File: config.mk
export PLATFORM = sky130hd
export DESIGN_NAME = serial_paralelo_rx_flat
export DESIGN_NICKNAME = d
export VERILOG_FILES = /design/src/rtl/serial_paralelo_rx_if.sv /design/src/rtl/serial_paralelo_rx.sv /design/src/flat_wrapper.sv
export SDC_FILE = /design/constraint.sdc
export NUM_CORES = 1
export LEC_CHECK = 0
export ABC_AREA = 1
export ABC_CLOCK_PERIOD_IN_PS = 3800
export BUFFER_PORTS_ARGS = -buffer_cell sky130_fd_sc_hd__buf_2
export CAP_MARGIN = 20
export CORE_ASPECT_RATIO = 1.75
export CORE_MARGIN = 1
export CORE_UTILIZATION = 48
export DETAILED_ROUTE_END_ITERATION = 16
export PLACE_DENSITY = 0.7
export SKIP_CTS_REPAIR_TIMING = 1
export SYNTH_ARGS = -nofsm -noshare
export SYNTH_HDL_FRONTEND = slang
export SYNTH_SLANG_ARGS = --single-unit
File: constraint.sdc
create_clock -name clk -period 3.8 [get_ports clk]
set_input_delay 0.76 -clock clk [delete_from_list [all_inputs] [get_ports clk]]
set_output_delay 0.76 -clock clk [all_outputs]
set_load 0.05 [all_outputs]
File: src/rtl/serial_paralelo_rx_if.sv
// Bus between the serial line stage and the byte receiver.
// The master drives the serial bit; the slave returns the reassembled byte,
// its strobe and the lock flag.
interface serial_paralelo_rx_if #(
  parameter int WIDTH = 8
);
  logic             data_in;
  logic [WIDTH-1:0] data_out;
  logic             valid_out;
  logic             active;

  modport master (
    output data_in,
    input  data_out,
    input  valid_out,
    input  active
  );

  modport slave (
    input  data_in,
    output data_out,
    output valid_out,
    output active
  );
endinterface

File: src/rtl/serial_paralelo_rx.sv
// Bit-serial to byte receiver.
// Hunts bit by bit for the COM character, then checks byte-aligned COMs until
// ALIGN_COUNT consecutive ones have been seen, after which every byte boundary
// updates data_out and non-COM bytes are flagged with a one-cycle valid_out.
// Lock is only ever released by reset_L.
module serial_paralelo_rx #(
  parameter int          WIDTH       = 8,     // only 8 is supported
  parameter logic [7:0]  COM         = 8'hBC, // alignment / idle character
  parameter int          ALIGN_COUNT = 4      // consecutive COMs for lock, 1..15
) (
  input  logic                clk,
  input  logic                reset_L,
  serial_paralelo_rx_if.slave rx_bus
);

  typedef enum logic [1:0] {
    HUNT   = 2'd0,
    ALIGN  = 2'd1,
    ACTIVE = 2'd2
  } state_t;

  localparam logic [3:0] ALIGN_TARGET = 4'(ALIGN_COUNT);

  // Registered state
  state_t           r_state;
  logic [WIDTH-1:0] r_sr;
  logic [2:0]       r_bit_cnt;
  logic [3:0]       r_bc_cnt;
  logic [WIDTH-1:0] r_data;
  logic             r_valid;
  logic             r_active;

  // Next-state values
  state_t           w_state_next;
  logic [WIDTH-1:0] w_sr_next;
  logic [2:0]       w_bit_cnt_next;
  logic [3:0]       w_bc_cnt_next;
  logic [WIDTH-1:0] w_data_next;
  logic             w_valid_next;

  // Decodes of the value being shifted in on this edge
  logic             w_is_com;
  logic             w_byte_edge;
  logic [3:0]       w_bc_cnt_inc;
  logic             w_lock_reached;

  // The shift register moves one place per edge; the new bit enters at the LSB
  // so that after eight edges the first (MSB) bit sits at the top.
  genvar gi;
  generate
    for (gi = 0; gi < WIDTH; gi++) begin : g_sr_next
      if (gi == 0) begin : g_lsb
        assign w_sr_next[gi] = rx_bus.data_in;
      end else begin : g_shift
        assign w_sr_next[gi] = r_sr[gi-1];
      end
    end
  endgenerate

  // All decisions look at the value being loaded, not the stale register,
  // so a match is acted on the same edge that samples its last bit.
  assign w_is_com       = (w_sr_next == COM);
  assign w_byte_edge    = (r_bit_cnt == 3'd7);
  assign w_bc_cnt_inc   = r_bc_cnt + 4'd1;
  assign w_lock_reached = (w_bc_cnt_inc == ALIGN_TARGET);

  // Next-state and datapath decisions for the hunt/align/active sequence
  always_comb begin
    w_state_next   = r_state;
    w_bit_cnt_next = r_bit_cnt + 3'd1;
    w_bc_cnt_next  = r_bc_cnt;
    w_data_next    = r_data;
    w_valid_next   = 1'b0;

    unique case (r_state)
      HUNT: begin
        // Bit-granular search; the counter restarts at the match so the
        // next byte boundary lands eight edges later.
        w_bit_cnt_next = 3'd0;
        if (w_is_com) begin
          w_bc_cnt_next = 4'd1;
          if (ALIGN_TARGET == 4'd1) begin
            w_state_next = ACTIVE;
          end else begin
            w_state_next = ALIGN;
          end
        end else begin
          w_bc_cnt_next = 4'd0;
        end
      end

      ALIGN: begin
        if (w_byte_edge) begin
          if (w_is_com) begin
            w_bc_cnt_next = w_bc_cnt_inc;
            // The byte that completes lock is consumed here and never shown.
            if (w_lock_reached) begin
              w_state_next = ACTIVE;
            end
          end else begin
            // A broken run goes back to hunting from the next edge; this
            // byte itself is not treated as a hunt candidate.
            w_state_next  = HUNT;
            w_bc_cnt_next = 4'd0;
          end
        end
      end

      ACTIVE: begin
        if (w_byte_edge) begin
          // COM bytes are still shown on data_out but are not strobed.
          w_data_next  = w_sr_next;
          w_valid_next = !w_is_com;
        end
      end

      default: begin
        w_state_next   = HUNT;
        w_bit_cnt_next = 3'd0;
        w_bc_cnt_next  = 4'd0;
      end
    endcase
  end

  // FSM state register
  always_ff @(posedge clk or negedge reset_L) begin
    if (!reset_L) begin
      r_state <= HUNT;
    end else begin
      r_state <= w_state_next;
    end
  end

  // Shift register and alignment counters
  always_ff @(posedge clk or negedge reset_L) begin
    if (!reset_L) begin
      r_sr      <= '0;
      r_bit_cnt <= 3'd0;
      r_bc_cnt  <= 4'd0;
    end else begin
      r_sr      <= w_sr_next;
      r_bit_cnt <= w_bit_cnt_next;
      r_bc_cnt  <= w_bc_cnt_next;
    end
  end

  // Registered outputs: byte, strobe and lock flag
  always_ff @(posedge clk or negedge reset_L) begin
    if (!reset_L) begin
      r_data   <= '0;
      r_valid  <= 1'b0;
      r_active <= 1'b0;
    end else begin
      r_data   <= w_data_next;
      r_valid  <= w_valid_next;
      r_active <= (w_state_next == ACTIVE);
    end
  end

  assign rx_bus.data_out  = r_data;
  assign rx_bus.valid_out = r_valid;
  assign rx_bus.active    = r_active;

endmodule

File: src/flat_wrapper.sv
// flat-port wrapper written by rule: the top's interface ports become plain ports
module serial_paralelo_rx_flat 
#(
  parameter int          WIDTH       = 8,                           
  parameter logic [7:0]  COM         = 8'hBC,                              
  parameter int          ALIGN_COUNT = 4                                         
)
  (clk, reset_L, rx_bus_data_in, rx_bus_data_out, rx_bus_valid_out, rx_bus_active);
  serial_paralelo_rx_if #(.WIDTH(WIDTH)) rx_bus_i ();
  input  logic clk;
  input  logic reset_L;
  input wire logic [$bits(rx_bus_i.data_in)-1:0] rx_bus_data_in;
  output wire logic [$bits(rx_bus_i.data_out)-1:0] rx_bus_data_out;
  output wire logic [$bits(rx_bus_i.valid_out)-1:0] rx_bus_valid_out;
  output wire logic [$bits(rx_bus_i.active)-1:0] rx_bus_active;
  assign rx_bus_i.data_in = rx_bus_data_in;
  assign rx_bus_data_out = rx_bus_i.data_out;
  assign rx_bus_valid_out = rx_bus_i.valid_out;
  assign rx_bus_active = rx_bus_i.active;
  serial_paralelo_rx #(.WIDTH(WIDTH), .COM(COM), .ALIGN_COUNT(ALIGN_COUNT)) u_core (.clk(clk), .reset_L(reset_L), .rx_bus(rx_bus_i));
endmodule
; ---- Yosys cells after proc, flatten, opt, wreduce, memory -nomap -nowiden
; Cells that the tools add are included.
[totals]
regBits = 26
latchBits = 0
ram_bits = 0
romBits = 0
out_inout_bits = 10
memories = 0
[op_classes]
addsub = 2
mul = 0
n_div = 0
order_cmp = 0
n_eq_ne = 7
shift = 0
muxes = 12
n_bitwise = 1
reduce_logical = 5
[ops]
columns = cell, n
row1 = $pmux 4 s3, 1
row2 = $eq 8x8->1 const B, 1
row3 = $mux 2, 4
row4 = $mux 4, 2
row5 = $pmux 2 s3, 1
row6 = $add 4x1->4 const B, 1
row7 = $eq 2x2->1 const B, 2
row8 = $eq 4x3->1 const B, 1
row9 = $reduce_and 2->1, 2
row10 = $add 3x1->3 const B, 1
row11 = $eq 3x3->1 const B, 1
row12 = $mux 1, 3
row13 = $mux 3, 1
row14 = $eq 2x1->1 const B, 1
row15 = $logic_not 2->1, 1
row16 = $ne 2x1->1 const B, 1
row17 = $reduce_or 2->1, 1
row18 = $logic_not 1->1, 1
row19 = $not 1->1, 1

; ---- Logic depth before layout (Yosys ltp)
[depth]
word_depth = 7
depth_mapped = 11
mapped_depth_nobuf = 11

; ---- Worst setup path before layout
; Ideal clock, no wire load.
[synth_timing]
path_type = flip-flop to flip-flop
startpoint = reg u_core.r_bit_cnt[0]
endpoint = reg u_core.r_data[2], in the netlist u_core.rx_bus.data_out[2]
setup_ns = 0.128
t_arrival_ns = 1.343
t_required_ns = 3.672
slack_ns = 2.329
stages_incl_launch_ff = 6
cell_sequence = dfrtp_1 -> ha_1 -> ha_1 -> nand2_1 -> buf_2 -> mux2_1
[synth_between]
elab_chain_cells = 2
[synth_lines]
columns = element, line
row1 = from (decl), serial_paralelo_rx.sv:27  ; logic [2:0] r_bit_cnt;
row2 = from (signal assigned), serial_paralelo_rx.sv:142  ; r_bit_cnt <= w_bit_cnt_next;
row3 = $eq 3x3->1, serial_paralelo_rx.sv:63  ; assign w_byte_edge = (r_bit_cnt == 3'd7);
row4 = $reduce_and 2->1 (no source line), -
row5 = to (signal assigned), serial_paralelo_rx.sv:154  ; r_data <= w_data_next;
row6 = to (decl), serial_paralelo_rx.sv:29  ; logic [WIDTH-1:0] r_data;
; Every way passes these cells.
; A chain may end at the register's enable or synchronous reset.

; ---- Worst setup path in the final report
[layout_timing]
startpoint = reg u_core.r_data[6], in the netlist u_core.rx_bus.data_out[6]
endpoint = out rx_bus_data_out[6]
[layout_lines]
columns = element, line
row1 = to (decl), flat_wrapper.sv:13  ; output wire logic [$bits(rx_bus_i.data_out)-1:0] rx_bus_data_out;
; No word-level cell between the ends.

==> flow_metrics.tcl <==
set metrics [dict create \
    outcome "complete, no violations" \
    grt_usage_pct 17.83 \
    core_area_mm2 0.002147 \
    dieHeight_um 66.08 \
    power_frac_comb_pct 5.8 \
    die_area_mm2 0.002551 \
    num_rows 22 \
    path_cells "buf_2" \
    rsz0062_at_grt "no" \
    relSlewSlack_pct 62.88 \
    synth.net_count 121 \
    wl_per_cell_um 11.18 \
    cts.clk_slew.worst_paths_ns 0.14 \
    floorplan.initialDensity_pct 52.45 \
    hold_viol_final 0 \
    slowest_delay_ns 0.38 \
    nets 137 \
    drtIter0Drc 10 \
    drtAntennaViolNets 0 \
    max-cap-violations 0 \
    synth_area_per_cell_um2 10.24 \
    dr_total_vias 743 \
    setup_tns_ns 0 \
    critPathRequiredTime_ns 3.04 \
    avgViaCountPerCell 4.987 \
    grt_util_met3_pct 3.030 \
    gp_congestion 0.8865 \
    cts_tree "yes" \
    ys_ff_latch 26 \
    ir_drop_mv 0.2633 \
    fmax_mhz 576.4 \
    crit_type "register to primary output" \
    reg2regPathDepth 4 \
    area_growth_syn_to_layout_pct 12.22 \
    drc 0 \
    first_global_vias 766 \
    post-route-period-util_pct 45.65 \
    grt_max_degree 27 \
    most-common-layout-cells "27 x nand2_1, 26 x dfrtp_1, 14 x inv_1" \
    crit_family "flip-flops" \
    hold_class "register to register" \
    die_w_um 38.62 \
    slew_viol_final 0 \
    seqPwrFrac_pct 56.9 \
    switching_share_pct 21.27 \
    dr.pass1.iters 2 \
    insertion_delay_ns 0.32 \
    top_usage_layer "met2" \
    htree_num_levels 1 \
    period_needed_ns 1.735 \
    r2r-start "u_core.r_bit_cnt[0]" \
    crit_fanout 2 \
    io_pins 13 \
    cp-start-kind "register" \
    r2r-end "u_core.rx_bus.data_out[4]" \
    ys_seq_area_share_pct 57.78 \
    use_met2_pct 28.33 \
    end_kind "primary output" \
    tightestPinTransition_ns 0.5568 \
    met1_usage_pct 21.10 \
    crit_slowest_cell "dfrtp_1" \
    instances_no_fill 149 \
    finalSetupViolCount 0 \
    synth_cell_types 19 \
    leakage_uw 0.0007021 \
    internal_power_uw 398.6 \
    clock-sinks 26 \
    netlist_instances 110 \
    final_common_cell "nand2_1" \
    placed_cells 145 \
    finalClockSkew_ns 0.003577 \
    crit_arrival_ns 0.97 \
    syn-cell-area_mm2 0.001126 \
    crit_buf_inv 1 \
    holdPathEnd "u_core.r_sr[6]" \
    drt-total-wl_um 1666 \
    hpwl_um 1228 \
    holdPathStages 0 \
    clkPwrFrac_pct 37.3 \
    grt.overflow.total 0 \
    port_buffers 12 \
    min-delay-start "u_core.r_sr[5]" \
    cts-root-buf "clkbuf_4" \
    pwr_density_cell_mw_per_mm2 400.7 \
    cts_buffers 3 \
    drive_gt1_share_pct 21.60 \
    netSwitchingPower_uw 107.7 \
    n_antenna_cell 0 \
    ys_warn_count 0 \
    clock_path_buffers 2 \
    antenna_found_initial 0 \
    rrSetupSlack_ns 2.19 \
    grt_first_pass_wirelength_um 3139 \
]
[sequential cells by signal, summed over array words and instances (netlist names)]
signal	cells
u_core.r_bc_cnt	4
u_core.r_bit_cnt	3
u_core.r_sr	7
u_core.r_state	2
u_core.rx_bus.active	1
u_core.rx_bus.data_out	8
u_core.rx_bus.valid_out	1
[per-layer routing]
layer | vias to the layer above | wire length [µm]
met1 | 354 | 732
met5 | - | 0
met3 | 5 | 35
met4 | 0 | 53
met2 | 9 | 844
li1 | 375 | -
[cell usage after synthesis]
cell      n  area share [%]
nand4_1   2             1.1
buf_2     1            0.44
nor2_1    5             1.7
dfrtp_1  26              58
nor2_4    2             2.0
a21oi_1   3             1.3
mux2_1    3             3.0
a21oi_2   1            0.78
o21ai_1   2            0.89
nor2_2    1            0.56
nand3_1   3             1.3
nand2_2   2             1.1
ha_1      8             8.9
inv_1    14             4.7
mux2_2    2             2.0
o22ai_1   2             1.1
inv_2     3             1.0
o21ai_0   3             1.3
nand2_1  27             9.0
[logic make-up (layout without fill, tap and decap cells)]
family	count (synthesis)	in the layout	synth area share (%)
multiplexers	5	5	5.000
flip-flops	26	26	57.78
buffers and inverters	18	33	6.111
adder cells (fa/ha/maj)	8	8	8.889
AO/OA/AOI/OAI	11	11	5.444
AND/OR/NAND/NOR	42	42	16.78
[through the flow]
step | hold WS, ns | power (µW) | worst slack (ns) | util [%] | instance area [µm²]
after floorplan | 0.3537 | 312.1 | 2.329 | - | 1126
after global placement | 0.3570 | 322.3 | 2.148 | 56.41 | 1211
after detailed placement | 0.3699 | 323.6 | 2.123 | 56.41 | 1211
after CTS | 0.4074 | 513.9 | 2.046 | 58.86 | 1264
after global routing | 0.4073 | 531.4 | 2.021 | 58.86 | 1264
final | 0.3927 | 506.3 | 2.065 | 58.86 | 1264
[layout make-up]
type	count	area (µm²)
timing repair buffer	12	60.06
clock buffer	3	22.52
sequential	26	650.6
tap	24	30.03
multi-input combinational	66	406.6
clock inverter	1	30.03
inverter	17	63.81
fill	179	883.3
[worst reg2reg max path: cells and delay by family (launching register included)]
family	cells	cell delay, ns
adders and majority gates	2	0.41
DFF	1	0.40
muxes	1	0.39
and+or+nand+nor	1	0.32
[worst max path at each step]
stage	from	to	slack, ns	cells past startpoint
after floorplan	u_core.r_bit_cnt[0]	u_core.rx_bus.data_out[2]	2.33	5
after global placement	rx_bus_data_in	u_core.rx_bus.active	2.15	9
after detailed placement	rx_bus_data_in	u_core.rx_bus.active	2.12	9
after CTS	u_core.rx_bus.data_out[6]	rx_bus_data_out[6]	2.05	1
after global routing	u_core.rx_bus.data_out[1]	rx_bus_data_out[1]	2.02	1
final	u_core.rx_bus.data_out[6]	rx_bus_data_out[6]	2.07	1
[power by group through the flow]
| stage | Sequential (µW) | Combinational, µW | Clock (µW) |
|---|---|---|---|
| 2_1_floorplan | 292 | 19.9 | 0 |
| 6_report | 288 | 29.3 | 189 |
| 3_5_place_dp | 294 | 29.9 | 0 |
| 5_1_grt | 290 | 34.9 | 207 |
| 4_1_cts | 288 | 30.2 | 195 |
| 3_3_place_gp | 293 | 28.9 | 0 |
Power figures use the tool's default switching activity.
